<file path="config.mk">
export PLATFORM = sky130hd
export DESIGN_NAME = matmul_seq_ctrl
export DESIGN_NICKNAME = d
export VERILOG_FILES = /design/src/rtl/matmul_pkg.sv /design/src/rtl/matmul_mac.sv /design/src/rtl/matmul_seq_ctrl.sv
export SDC_FILE = /design/constraint.sdc
export NUM_CORES = 2
export LEC_CHECK = 0
export CORE_MARGIN = 1.5
export CORE_UTILIZATION = 30
export CTS_CLUSTER_DIAMETER = 100
export DETAILED_ROUTE_END_ITERATION = 7
export PLACE_DENSITY = 0.54
export SLEW_MARGIN = 20
export SYNTH_ARGS = -nofsm -noshare
export SYNTH_HDL_FRONTEND = slang
export SYNTH_SLANG_ARGS = --single-unit
</file>
<file path="constraint.sdc">
create_clock -name clk -period 15.5 [get_ports clk]
set_input_delay 2.325 -clock clk [delete_from_list [all_inputs] [get_ports clk]]
set_output_delay 2.325 -clock clk [all_outputs]
set_load 0.01 [all_outputs]
</file>
<file path="src/rtl/matmul_pkg.sv">
// Shared defaults, FSM state type and index-width helper for the matrix-multiply sequencer.
// Consumed by matmul_seq_ctrl and matmul_mac.
package matmul_pkg;

  localparam int DIM_DEF   = 4;
  localparam int DW_DEF    = 16;
  localparam int ACC_W_DEF = 32;

  typedef enum logic [2:0] {
    ST_IDLE    = 3'd0,
    ST_LOAD_A  = 3'd1,
    ST_LOAD_B  = 3'd2,
    ST_COMPUTE = 3'd3,
    ST_DRAIN   = 3'd4
  } state_t;

  // Width of every loop index and element counter; kept at least 1 bit for DIM=1.
  function automatic int idx_w(input int dim);
    return (dim * dim > 1) ? $clog2(dim * dim) : 1;
  endfunction

endpackage

</file>
<file path="src/rtl/matmul_mac.sv">
// Single unsigned multiply-accumulate; acc is the combinational result for this cycle's operands.
// acc registers on en; clear restarts the sum from the current product; wraps modulo 2^ACC_W.
module matmul_mac
  import matmul_pkg::*;
#(
  parameter int DW    = DW_DEF,
  parameter int ACC_W = ACC_W_DEF
) (
  input  logic             clk,
  input  logic             rst,
  input  logic             clear,
  input  logic             en,
  input  logic [DW-1:0]    a,
  input  logic [DW-1:0]    b,
  output logic [ACC_W-1:0] acc
);

  logic [2*DW-1:0]  prod;
  logic [ACC_W-1:0] acc_q;

  assign prod = a * b;
  assign acc  = (clear ? '0 : acc_q) + ACC_W'(prod);

  always_ff @(posedge clk or posedge rst) begin
    if (rst) begin
      acc_q <= '0;
    end else if (en) begin
      acc_q <= acc;
    end
  end

endmodule

</file>
<file path="src/rtl/matmul_seq_ctrl.sv">
// Sequential DIM x DIM matrix multiply: loads A then B, computes C with one MAC over DIM^3 cycles, drains C row-major.
// in_ready only while loading; out_data/out_last hold while out_ready is low; done pulses after the last C beat.
module matmul_seq_ctrl
  import matmul_pkg::*;
#(
  parameter int DIM   = DIM_DEF,
  parameter int DW    = DW_DEF,
  parameter int ACC_W = ACC_W_DEF
) (
  input  logic             clk,
  input  logic             rst,
  input  logic             start,
  input  logic             in_valid,
  output logic             in_ready,
  input  logic [DW-1:0]    in_data,
  output logic             out_valid,
  input  logic             out_ready,
  output logic [ACC_W-1:0] out_data,
  output logic             out_last,
  output logic             busy,
  output logic             done
);

  localparam int IW = idx_w(DIM);
  localparam int NE = DIM * DIM;
  localparam logic [IW-1:0] LAST_EL = IW'(NE - 1);
  localparam logic [IW-1:0] LAST_IX = IW'(DIM - 1);

  state_t state;
  logic [IW-1:0] ld_cnt, dr_cnt, i_idx, j_idx, k_idx;
  logic [IW-1:0] a_addr, b_addr, c_addr;
  logic [DW-1:0]    a_mem [NE];
  logic [DW-1:0]    b_mem [NE];
  logic [ACC_W-1:0] c_mem [NE];
  logic             in_fire, out_fire, mac_en, mac_clear;
  logic [ACC_W-1:0] mac_acc;

  assign in_ready  = (state == ST_LOAD_A) || (state == ST_LOAD_B);
  assign in_fire   = in_valid && in_ready;
  assign out_valid = (state == ST_DRAIN);
  assign out_fire  = out_valid && out_ready;
  assign out_last  = out_valid && (dr_cnt == LAST_EL);
  // Gated by state so storage contents never reach the port outside DRAIN.
  assign out_data  = out_valid ? c_mem[dr_cnt] : '0;
  assign busy      = (state != ST_IDLE);

  assign mac_en    = (state == ST_COMPUTE);
  assign mac_clear = (k_idx == '0);
  assign a_addr    = IW'(int'(i_idx) * DIM + int'(k_idx));
  assign b_addr    = IW'(int'(k_idx) * DIM + int'(j_idx));
  assign c_addr    = IW'(int'(i_idx) * DIM + int'(j_idx));

  matmul_mac #(.DW(DW), .ACC_W(ACC_W)) u_mac (
    .clk   (clk),
    .rst   (rst),
    .clear (mac_clear),
    .en    (mac_en),
    .a     (a_mem[a_addr]),
    .b     (b_mem[b_addr]),
    .acc   (mac_acc)
  );

  always_ff @(posedge clk) begin
    if (in_fire && (state == ST_LOAD_A)) a_mem[ld_cnt] <= in_data;
    if (in_fire && (state == ST_LOAD_B)) b_mem[ld_cnt] <= in_data;
    if (mac_en && (k_idx == LAST_IX))    c_mem[c_addr] <= mac_acc;
  end

  always_ff @(posedge clk or posedge rst) begin
    if (rst) begin
      state  <= ST_IDLE;
      ld_cnt <= '0;
      dr_cnt <= '0;
      i_idx  <= '0;
      j_idx  <= '0;
      k_idx  <= '0;
      done   <= 1'b0;
    end else begin
      done <= 1'b0;
      case (state)
        ST_IDLE: begin
          if (start) state <= ST_LOAD_A;
        end
        ST_LOAD_A, ST_LOAD_B: begin
          if (in_fire) begin
            if (ld_cnt == LAST_EL) begin
              ld_cnt <= '0;
              state  <= (state == ST_LOAD_A) ? ST_LOAD_B : ST_COMPUTE;
            end else begin
              ld_cnt <= ld_cnt + 1'b1;
            end
          end
        end
        ST_COMPUTE: begin
          // k innermost, then j, then i: exactly DIM^3 cycles.
          if (k_idx == LAST_IX) begin
            k_idx <= '0;
            if (j_idx == LAST_IX) begin
              j_idx <= '0;
              if (i_idx == LAST_IX) begin
                i_idx <= '0;
                state <= ST_DRAIN;
              end else begin
                i_idx <= i_idx + 1'b1;
              end
            end else begin
              j_idx <= j_idx + 1'b1;
            end
          end else begin
            k_idx <= k_idx + 1'b1;
          end
        end
        ST_DRAIN: begin
          if (out_fire) begin
            if (dr_cnt == LAST_EL) begin
              dr_cnt <= '0;
              state  <= ST_IDLE;
              done   <= 1'b1;
            end else begin
              dr_cnt <= dr_cnt + 1'b1;
            end
          end
        end
        default: state <= ST_IDLE;
      endcase
    end
  end

endmodule

</file>
==> reports/metrics.cfg <==
[critical_path]
crit_path_cell_trace=ha_2 -> buf_4 -> mux4_2 -> nand2_1 -> a31oi_2 -> nand2_1 -> fa_1 -> inv_1 -> fa_1 -> inv_1 -> fa_1 -> inv_1 -> fa_1 -> fa_1 -> inv_1 -> fa_1 -> inv_1 -> ha_1 -> and2_1 -> nand2b_1 -> o311ai_1 -> o21ai_2 -> o31ai_1 -> xor2_1
rr_worst_depth=24
critPathKind=register to register
slowest_stage=a31oi_2
arrival_ns=9.87
cp.required_ns=15.87
critPathMaxStageDelay_ns=0.86
cp-end-kind=register
cp-start-kind=register
cp_common_cell=fa_1
critPathMaxFanout=50

[global_route]
use_met3_pct=1.94
grt_pass1_wl_um=185000
grt_pass1_vias=27400
grt_use_met1_pct=19.9
grt.met2_usage_pct=24.2
busiest_layer=met2
antenna_found_initial=0
grt.overflow.total=0
gr-usage-all-layers_pct=14.4
grt_max_degree=106

[clocking]
post_cts_resized=0
insertion_delay_ns=0.74
holdBufCountCts=0
clock-sinks=1080
root_buffer=clkbuf_16
post_cts_buffers=0
h-tree-depth=3
tritoncts=yes
cts.path.max_buffers=3
cts-buffers-inserted=105
path_clk_slew_ns=0.07

[flow_run]
drv_cap=0

[yosys]
synth_compound_area_share_pct=1.63
ys_seq_area_share_pct=62.7
mappedNetlistArea_um2=51300
synth.area.mux_share_pct=14.0
synth_cells=3036
synth_fa_ha_area_share_pct=11.6
synth_nets=3396
ys_ff_latch=1080
synthArstFlopShare_pct=5.19
synth_warnings=0
synth_ff_type=edfxtp_1
synth_edf_count=1024
synth-simple-area-share_pct=5.52
avgSynthCellArea_um2=16.9
yosys.area.top_type_share_pct=59.9
ys_top_cells_by_area=edfxtp_1 (60%), mux4_2 (13%), fa_1 (8.8%)
yosysUniqueCellTypes=64
synth_xor_area_share_pct=0.785
yosysTopAreaCell=edfxtp_1
synth_top_family_by_area=multiplexers

[timing]
period_minus_slack_ns=9.50
slew_headroom_pct=27.3
final-setup-viol-count=0
rsz0062_at_grt=false
skew_ns=0.0439
worstMarginPinSlew_ns=1.09
post-route-worst-setup-slack_ns=6.00
fin_crit_sh_pct=61.3
max_freq_mhz=105
finalHoldViolations=0
whs_ns=0.474
finalSetupTns_ns=0
slew_viol_final=0

[worst_hold_path]
hold_class=register to register
hold_depth=2

[finish]
area_growth_syn_to_layout_pct=13.8
num-nets-final=3530
drive_above_1_share_pct=19.3
fillers=16200
multiInputGateArea_um2=17400
regArea_um2=32200

[die]
ioPinCount=58
fp.dieH_um=417
start_util_pct=30.2
die_w_um=417
core-area_um2=170000
die-area_um2=174000
num_rows=151

[route]
drtAntennaViolNets=0
drt_iter0_drc=1977
vias=26000
vias_per_cell=4.74
dr.pass1.iters=5
wl_um=124000
drc_errors=0
detail_route.wl_per_cell_um=22.6

[place]
portBuffers=57
hpwl_um=73300
gp_congestion=0.801
dp_slack_ns=5.86

[outcome]
outcome=completed

[per-layer routing]
metal  share of wire [%]  up-vias
met5                   0        -
met4                 1.5        0
met3                 4.0      140
met2                  49      520
met1                  46    13900
li1                    -    11400
[registers in the layout (all words and copies together), names as in the netlist]
| signal | count |
|---|---|
| ld_cnt | 4 |
| j_idx | 4 |
| done | 1 |
| b_mem | 256 |
| u_mac.acc_q | 32 |
| dr_cnt | 4 |
| i_idx | 4 |
| a_mem | 256 |
| c_mem | 512 |
| state | 3 |
| k_idx | 4 |
[worst paths after layout]
kind                                             from  slack, ns                    endpoint
setup / recovery                 k_idx[0]$_DFFE_PP0P_       6.00      c_mem[1][25]$_DFFE_PP_
hold / removal             u_mac.acc_q[0]$_DFFE_PP0P_       0.47  u_mac.acc_q[0]$_DFFE_PP0P_
setup reg to reg                 k_idx[0]$_DFFE_PP0P_       6.00      c_mem[1][25]$_DFFE_PP_
hold reg to reg            u_mac.acc_q[0]$_DFFE_PP0P_       0.47  u_mac.acc_q[0]$_DFFE_PP0P_
max in group asynchronous                         rst      12.48        k_idx[0]$_DFFE_PP0P_
min in group asynchronous                         rst       2.17              done$_DFF_PP0_
[through the flow]
step | cell area [µm²] | utilization, % | instances
finish | 58400 | 34.4 | 5475
global route | 58400 | 34.4 | 5472
CTS | 58300 | 34.4 | 5472
detailed placement | 55000 | 32.4 | 5281
global placement | 55000 | 32.4 | 5281
floorplan | 51300 | - | 3036
[cells in the mapped netlist (all sizes together) (4+ instances only)]
cell type and number:
o21a 4, o21bai 8, nand2b 30, a31oi 8, edfxtp 1024, mux2 16, nor3 6, inv 337
a21o 11, ha 114, clkbuf 58, mux2i 16, xor2 13, o31ai 5, mux4 302, nand3 10
nor2b 14, a21oi 42, xnor2 30, or2 10, and2 75, dfrtp 56, o21ai 36, fa 225
nand4 16, nor2 164, buf 79, nand2 281, o211ai 6, a211oi 5
[critical path: cells and delay by family, from the launching register on]
| kind | cells | cell delay [ns] |
|---|---|---|
| xor gates and xnor gates | 1 | 0.81 |
| and+or+nand+nor | 4 | 0.53 |
| adders and majority gates | 8 | 3.84 |
| AOI/OAI and AO/OA | 4 | 1.91 |
| muxes | 1 | 0.35 |
| DFF | 1 | 0.72 |
| buffers and inverters | 6 | 0.92 |
[area by class of cell]
class,instances,area share [%]
diodes,3,0.0129
inverters,340,2.19
repair buffers,164,2.36
multi-input cells,1479,29.9
clock inverters,47,0.968
clock buffers,144,4.78
flip-flops and latches,1080,55.1
well taps,2218,4.75
[placed cells by master (no fill, tap or decap), types with 48 or more instances in the layout]
cell and count:
buf_4 106, and2_1 71, clkbuf_16 105, mux4_2 293, nor2_1 139, dfrtp_1 48
clkdlybuf4s50_1 55, ha_1 113, edfxtp_1 1024, nand2_1 281, inv_1 336, fa_1 225
[logic make-up (layout without fill, tap and decap cells)]
family / after synthesis / count (layout)
flops: 1080 / 1080
simple gates: 628 / 628
buf+inv: 477 / 695
fa+ha+maj: 339 / 339
mux: 334 / 334
compound gates: 135 / 135
xor+xnor: 43 / 43
other cells: 0 / 3
Power is left out: the tool's default activity adds up to more than one toggle a clock period on the data nets, which glitch-free logic cannot reach.
